File: config.mk
export PLATFORM = sky130hd
export DESIGN_NAME = agc_symb_sched
export DESIGN_NICKNAME = d
export VERILOG_FILES = /design/src/rtl/agc_symb_sched.sv
export SDC_FILE = /design/constraint.sdc
export NUM_CORES = 1
export LEC_CHECK = 0
export CORE_UTILIZATION = 42
export DETAILED_ROUTE_END_ITERATION = 10
export PLACE_DENSITY_LB_ADDON = 0.1
export REMOVE_ABC_BUFFERS = 1
export SLEW_MARGIN = 15
export SYNTH_ARGS = -nofsm -noshare
export SYNTH_HDL_FRONTEND = slang
export SYNTH_SLANG_ARGS = --single-unit
File: constraint.sdc
create_clock -name i_clk -period 7.2 [get_ports i_clk]
set_input_delay 1.44 -clock i_clk [delete_from_list [all_inputs] [get_ports i_clk]]
set_output_delay 1.44 -clock i_clk [all_outputs]
set_load 0.03 [all_outputs]
File: src/rtl/agc_symb_sched.sv
// Symbol-level round-robin scheduler sharing one AGC unpack datapath between
// NUM_REQ antenna-group buffers; one full symbol per grant, then EOP + guard.
module agc_symb_sched #(
  parameter int NUM_REQ     = 4,
  parameter int SYM_BEATS   = 32,
  parameter int GUARD_CYC   = 4,
  parameter int TIMEOUT_CYC = 64
) (
  input  logic               i_clk,
  input  logic               i_reset,
  input  logic [NUM_REQ-1:0] i_req,
  input  logic               i_rready,
  output logic [NUM_REQ-1:0] o_gnt,
  output logic [2:0]         o_sel,
  output logic               o_rd_en,
  output logic               o_symb_eop,
  output logic               o_busy,
  output logic               o_err_timeout,
  output logic [15:0]        o_sym_cnt
);

  localparam int BW = $clog2(SYM_BEATS + 1);
  localparam int SW = $clog2(TIMEOUT_CYC + 1);
  localparam int GW = $clog2(GUARD_CYC + 1);

  typedef enum logic [2:0] {S_IDLE, S_GRANT, S_READ, S_EOP, S_GUARD} state_t;

  state_t             state_q, state_d;
  logic [NUM_REQ-1:0] gnt_q, gnt_d;
  logic [2:0]         sel_q, sel_d;
  logic [2:0]         ptr_q, ptr_d;
  logic [BW-1:0]      beat_q, beat_d;
  logic [SW-1:0]      stall_q, stall_d;
  logic [GW-1:0]      guard_q, guard_d;
  logic               err_q, err_d;
  logic [15:0]        cnt_q, cnt_d;

  // Round-robin search starting one past the last winner.
  logic [7:0] req_pad;
  logic       win_vld;
  logic [2:0] win_idx;
  logic [3:0] cand;
  always_comb begin
    req_pad = 8'(i_req);
    win_vld = 1'b0;
    win_idx = '0;
    cand    = '0;
    for (int i = 1; i <= NUM_REQ; i++) begin
      cand = {1'b0, ptr_q} + 4'(i);
      if (cand >= 4'(NUM_REQ)) cand = cand - 4'(NUM_REQ);
      if (!win_vld && req_pad[cand[2:0]]) begin
        win_vld = 1'b1;
        win_idx = cand[2:0];
      end
    end
  end

  always_comb begin
    state_d = state_q;
    gnt_d   = gnt_q;
    sel_d   = sel_q;
    ptr_d   = ptr_q;
    beat_d  = beat_q;
    stall_d = stall_q;
    guard_d = guard_q;
    err_d   = 1'b0;
    cnt_d   = cnt_q;
    case (state_q)
      S_IDLE: begin
        if (win_vld) begin
          gnt_d   = {{(NUM_REQ-1){1'b0}}, 1'b1} << win_idx;
          sel_d   = win_idx;
          ptr_d   = win_idx;
          state_d = S_GRANT;
        end
      end
      S_GRANT: begin
        beat_d  = '0;
        stall_d = '0;
        state_d = S_READ;
      end
      S_READ: begin
        // A beat on the would-be timeout cycle wins over the abort.
        if (i_rready) begin
          beat_d  = beat_q + 1'b1;
          stall_d = '0;
          if (beat_q == BW'(SYM_BEATS - 1)) begin
            cnt_d   = cnt_q + 16'd1;
            state_d = S_EOP;
          end
        end else if (stall_q == SW'(TIMEOUT_CYC - 1)) begin
          err_d   = 1'b1;
          state_d = S_EOP;
        end else begin
          stall_d = stall_q + 1'b1;
        end
      end
      S_EOP: begin
        gnt_d   = '0;
        guard_d = '0;
        state_d = S_GUARD;
      end
      S_GUARD: begin
        if (guard_q == GW'(GUARD_CYC - 1)) begin
          if (win_vld) begin
            gnt_d   = {{(NUM_REQ-1){1'b0}}, 1'b1} << win_idx;
            sel_d   = win_idx;
            ptr_d   = win_idx;
            state_d = S_GRANT;
          end else begin
            state_d = S_IDLE;
          end
        end else begin
          guard_d = guard_q + 1'b1;
        end
      end
      default: state_d = S_IDLE;
    endcase
  end

  always_ff @(posedge i_clk) begin
    if (i_reset) begin
      state_q <= S_IDLE;
      gnt_q   <= '0;
      sel_q   <= '0;
      ptr_q   <= 3'(NUM_REQ - 1);
      beat_q  <= '0;
      stall_q <= '0;
      guard_q <= '0;
      err_q   <= 1'b0;
      cnt_q   <= '0;
    end else begin
      state_q <= state_d;
      gnt_q   <= gnt_d;
      sel_q   <= sel_d;
      ptr_q   <= ptr_d;
      beat_q  <= beat_d;
      stall_q <= stall_d;
      guard_q <= guard_d;
      err_q   <= err_d;
      cnt_q   <= cnt_d;
    end
  end

  assign o_gnt         = gnt_q;
  assign o_sel         = sel_q;
  assign o_rd_en       = (state_q == S_READ) && i_rready;
  assign o_symb_eop    = (state_q == S_EOP);
  assign o_busy        = (state_q != S_IDLE);
  assign o_err_timeout = err_q;
  assign o_sym_cnt     = cnt_q;

endmodule

---- After elaboration in Yosys (flattened, before gate mapping) ----
Index checks and enable logic that the tools add are counted.
cells by class
  add/sub/neg operators ................... 12
  magnitude comparators ................... 8
  equal/unequal tests ..................... 14
  shift-type cells ........................ 1
  multiplexer cells ....................... 44
  bitwise operators ....................... 1
  reductions and logical operators ........ 21
operators by type and width
  kind                                                               count
  two-way mux 3 bit                                                  18
  case mux 3 bit (2 select lines)                                    3
  adder 16 x 1 -> 16 bit, second input constant                      1
  greater-or-equal comparator 4 x 3 -> 1 bit, second input constant  4
  < comparator 3 x 4 -> 1 bit, second input constant                 4
  case mux 3 bit (5 select lines)                                    1
  two-way mux 7 bit                                                  2
  case mux 7 bit (2 select lines)                                    1
  binary-select mux 1 bit (select 3 bit)                             4
  case mux 4 bit (3 select lines)                                    1
  case mux 6 bit (2 select lines)                                    1
  subtractor 3 bit, second input constant                            4
  two-way mux 1 bit                                                  10
  AND reduction 2 bit                                                5
  == test 3 x 2 -> 1 bit, second input constant                      3
  != test 3 bit, second input constant                               3
  adder 3 x 2 -> 4 bit, second input constant                        2
  two-way mux 4 bit                                                  2
  != test 2 bit, second input constant                               4
  adder 7 x 1 -> 7 bit, second input constant                        1
  == test 7 x 6 -> 1 bit, second input constant                      1
  adder 6 x 1 -> 6 bit, second input constant                        1
  == test 6 x 5 -> 1 bit, second input constant                      1
  two-way mux 6 bit                                                  1
  15 further kinds                                                   23
storage, ports and cells
  register bits ........................... 46
  input bits .............................. 7
  output and inout port bits .............. 27
  word-level logic and storage cells ...... 110

---- Depth between registers and ports, before layout ----
  depth in word-level cells ............... 19
  mapped depth ............................ 10
  depth with buffers taken out ............ 8

---- Least setup slack after synthesis ----
OpenSTA, ideal clock, no wires.
  kind .................................... input-to-output
  from .................................... in i_rready
  to ...................................... out o_rd_en
  arrival ................................. 1.716 ns
  data required time ...................... 5.760 ns
  path slack .............................. 4.044 ns
  stages .................................. 1
  buffers on the path ..................... 0
  path through ............................ and2_1
on the way
  word-level cells in the longest chain between the ends .. 1
RTL lines
  item               line  RTL
  from (decl)        12    input logic i_rready,
  logical AND 1 bit  147   assign o_rd_en = (state_q == S_READ) && i_rready;
  to (decl)          15    output logic o_rd_en,
Every way passes these cells.

---- Final worst setup path ----
Same ends and word-level chain as after synthesis.

==> impl_metrics.yaml <==
run_status:
  status: "finished, final reports clean"
finish:
  layout.nets: 307
  drive_above_1_share_pct: 6.485
  diodes: 0
  area_delta_synth_final_pct: 20.40
  utilization_pct: 53.24
  register_area_um2: 900.9
  final_cells: 363
  fillCellCount: 484
  postLayoutCellArea_mm2: 0.002754
  multi_input_area_mm2: 0.001305
place:
  io_buffer_count: 33
  place_ws_ps: 2983
  dp_hpwl_mm: 3.149
  globalplace.congestion: 0.7638
  dpl_cell_area_mm2: 0.002650
  dp_cells: 356
cts:
  cts_tree: "done"
  clk_latency_ps: 300
  clockBufferDepth: 2
  cts-root-buf: "clkbuf_8"
  path_clk_slew_ps: 80
  cts.sinks: 45
  cts_setup_buffers: 0
  htreeDepth: 2
  ctsResizeCount: 0
  ctsHoldBuffers: 0
  cts_inserted_buffers: 5
hold_path:
  hold_depth: 2
  holdCritPathClass: "reg -> reg"
setup_path:
  critPathLaunchType: "input port"
  critical-path-max-stage-delay_ps: 660
  cp_slowest_cell: "clkdlybuf4s50_1"
  crit_required_ps: 5760
  cp_common_cell: "clkdlybuf4s50_1"
  path_class: "in -> out"
  critPathMaxFanout: 5
  crit_chain: "clkdlybuf4s50_1, and2_1, clkdlybuf4s50_1"
  end_kind: "output port"
  reg2reg_setup_slack_ps: 4370
  arrival_ps: 2780
  cp_top_family: "buffers and inverters"
  cp.buffers_inverters: 2
  r2r_cells: 8
  cp.depth: 3
power_and_ir_drop:
  p_leak_nw: 1.041
  powerDensity_mw_per_mm2: 289.7
  finalPower_mw: 0.7979
  ir_drop_uv: 199.9
die:
  io_pins: 34
  die-height_um: 75.80
  die_area_mm2: 0.005745
  rows: 26
  core_area_mm2: 0.005172
  die_x_um: 75.80
  start_util_pct: 44.22
synthesis:
  syn_inst: 264
  synth-main-ff-cell: "dfxtp_1"
  synth.avg_cell_area_um2: 8.664
  synth_compound_area_share_pct: 11.54
  yosys_warnings: 0
  synth-simple-area-share_pct: 28.99
  seq_area_frac_synth_pct: 39.39
  synth_edf_count: 0
  syn_area_mm2: 0.002287
  synth_mux_area_share_pct: 4.650
  synth_top_family_by_area: "simple AND/OR/NAND/NOR gates"
  post_synth_fa_ha_maj_area_fraction_pct: 3.829
  synthDistinctLibCells: 50
  synth_top_cell_by_area: "dfxtp_1"
  async_flop_share_pct: 0
  synthTopCellsByArea: "dfxtp_1, nor2_1, xor2_1"
  synth_top_area_share_pct: 39.39
  synth_xor_xnor_area_share_pct: 8.042
  synth-seq-cells: 45
detailed_routing:
  viasPerCell: 5.160
  drt_iter0_markers: 66
  vias: 1873
  drcViolationCount: 0
  wirelength_mm: 4.445
  first_pass_iters: 4
  wl_per_cell_um: 12.25
  postRouteAntennaNets: 0
sta:
  finClkSkew_ps: 5.752
  setup_tns_ps: 0
  slew_violations: 0
  max-slew-margin-rel_pct: 65.74
  fmax_ghz: 0.2369
  hold_violations: 0
  period_share_pct: 58.64
  rsz0062_at_grt: "false"
  finalSetupViolCount: 0
  tightest_slew_ps: 506.7
  hold_slack_ps: 483.3
  layout_min_cycle_time_ps: 4222
  fin_ws_ps: 2978
global_routing:
  grt-ovfl-total: 0
  grt_pass1_vias: 1661
  grt_max_degree: 39
  grt_pass1_wl_mm: 7.403
  track_usage_pct: 16.90
  antenna_found_initial: 0
job:
  drv_cap: 0
==> path summary, 6_finish.rpt <==
kind / from / to
max: i_rready / o_rd_en
min: stall_q[1] / stall_q[1]
max reg2reg: ptr_q[0] / o_gnt[0]
min reg2reg: stall_q[1] / stall_q[1]
==> worst register-to-register path: stages (launching register included) <==
cell and delay [ps]:
dfxtp_1 630, inv_1 160, ha_1 430, mux2_2 360, a21oi_1 270, o2111ai_1 220, and3_1 330, and2_1 210
o2bb2ai_1 120
==> synthesized netlist by cell type (3+ instances only) <==
cell        n
and2_1      5
and4_1      5
nand4_1     3
nor3b_1     3
xor2_1     15
or3_1       6
or2_2       3
o21ai_0     9
nor3_1      5
xnor2_1     6
inv_1       5
ha_1        7
o2bb2ai_1   3
nand2_1    14
nand3_1    14
a21oi_1    14
clkbuf_1    8
nor2_1     43
dfxtp_1    45
and3_1      3
nand3b_1    4
nand2b_1    5
mux2i_1     5
==> flip-flops by register name, indices dropped and copies added (netlist names) <==
register       count
o_err_timeout      1
state_q            3
o_sym_cnt         16
ptr_q              2
o_gnt              4
stall_q            7
beat_q             6
guard_q            3
o_sel              3
==> cell type report <==
| type | instances | share of cell area (%) |
|---|---|---|
| tap | 70 | 3.180 |
| sequential | 45 | 32.71 |
| clock buffer | 5 | 2.499 |
| timing repair buffer | 34 | 12.27 |
| multi-input combinational | 202 | 47.39 |
| inverter | 5 | 0.6815 |
| clock inverter | 2 | 1.272 |
==> per-layer routing <==
layer | part of all wire [%] | global-route usage, % | vias up
met5 | 0 | 0 | -
met4 | 1.6 | 6.790 | 0
met3 | 3.6 | 4.101 | 7
met2 | 42 | 25.17 | 30
met1 | 53 | 23.41 | 852
li1 | - | - | 984
==> logic make-up after synthesis <==
logic type,Yosys count
simple gates,124
xor+xnor,21
compound gates,42
fa+ha+maj,7
flops,45
mux,8
buf+inv,17
==> cells in the final DEF (no fill, tap or decap), drive strengths merged, types with 7 or more instances in the layout <==
cell / n
xor2: 15
ha: 7
o21ai: 9
nand2: 15
a21oi: 14
nor2: 43
or3: 7
nand3: 14
clkdlybuf4s50: 33
dfxtp: 45
==> power breakdown <==
part | switching (mW) | leakage (nW) | internal [mW]
clock network | 0.0823 | 0.0540 | 0.101
registers | 0.0355 | 0.365 | 0.275
logic | 0.175 | 0.622 | 0.129
(Power assumes the default switching activity.)
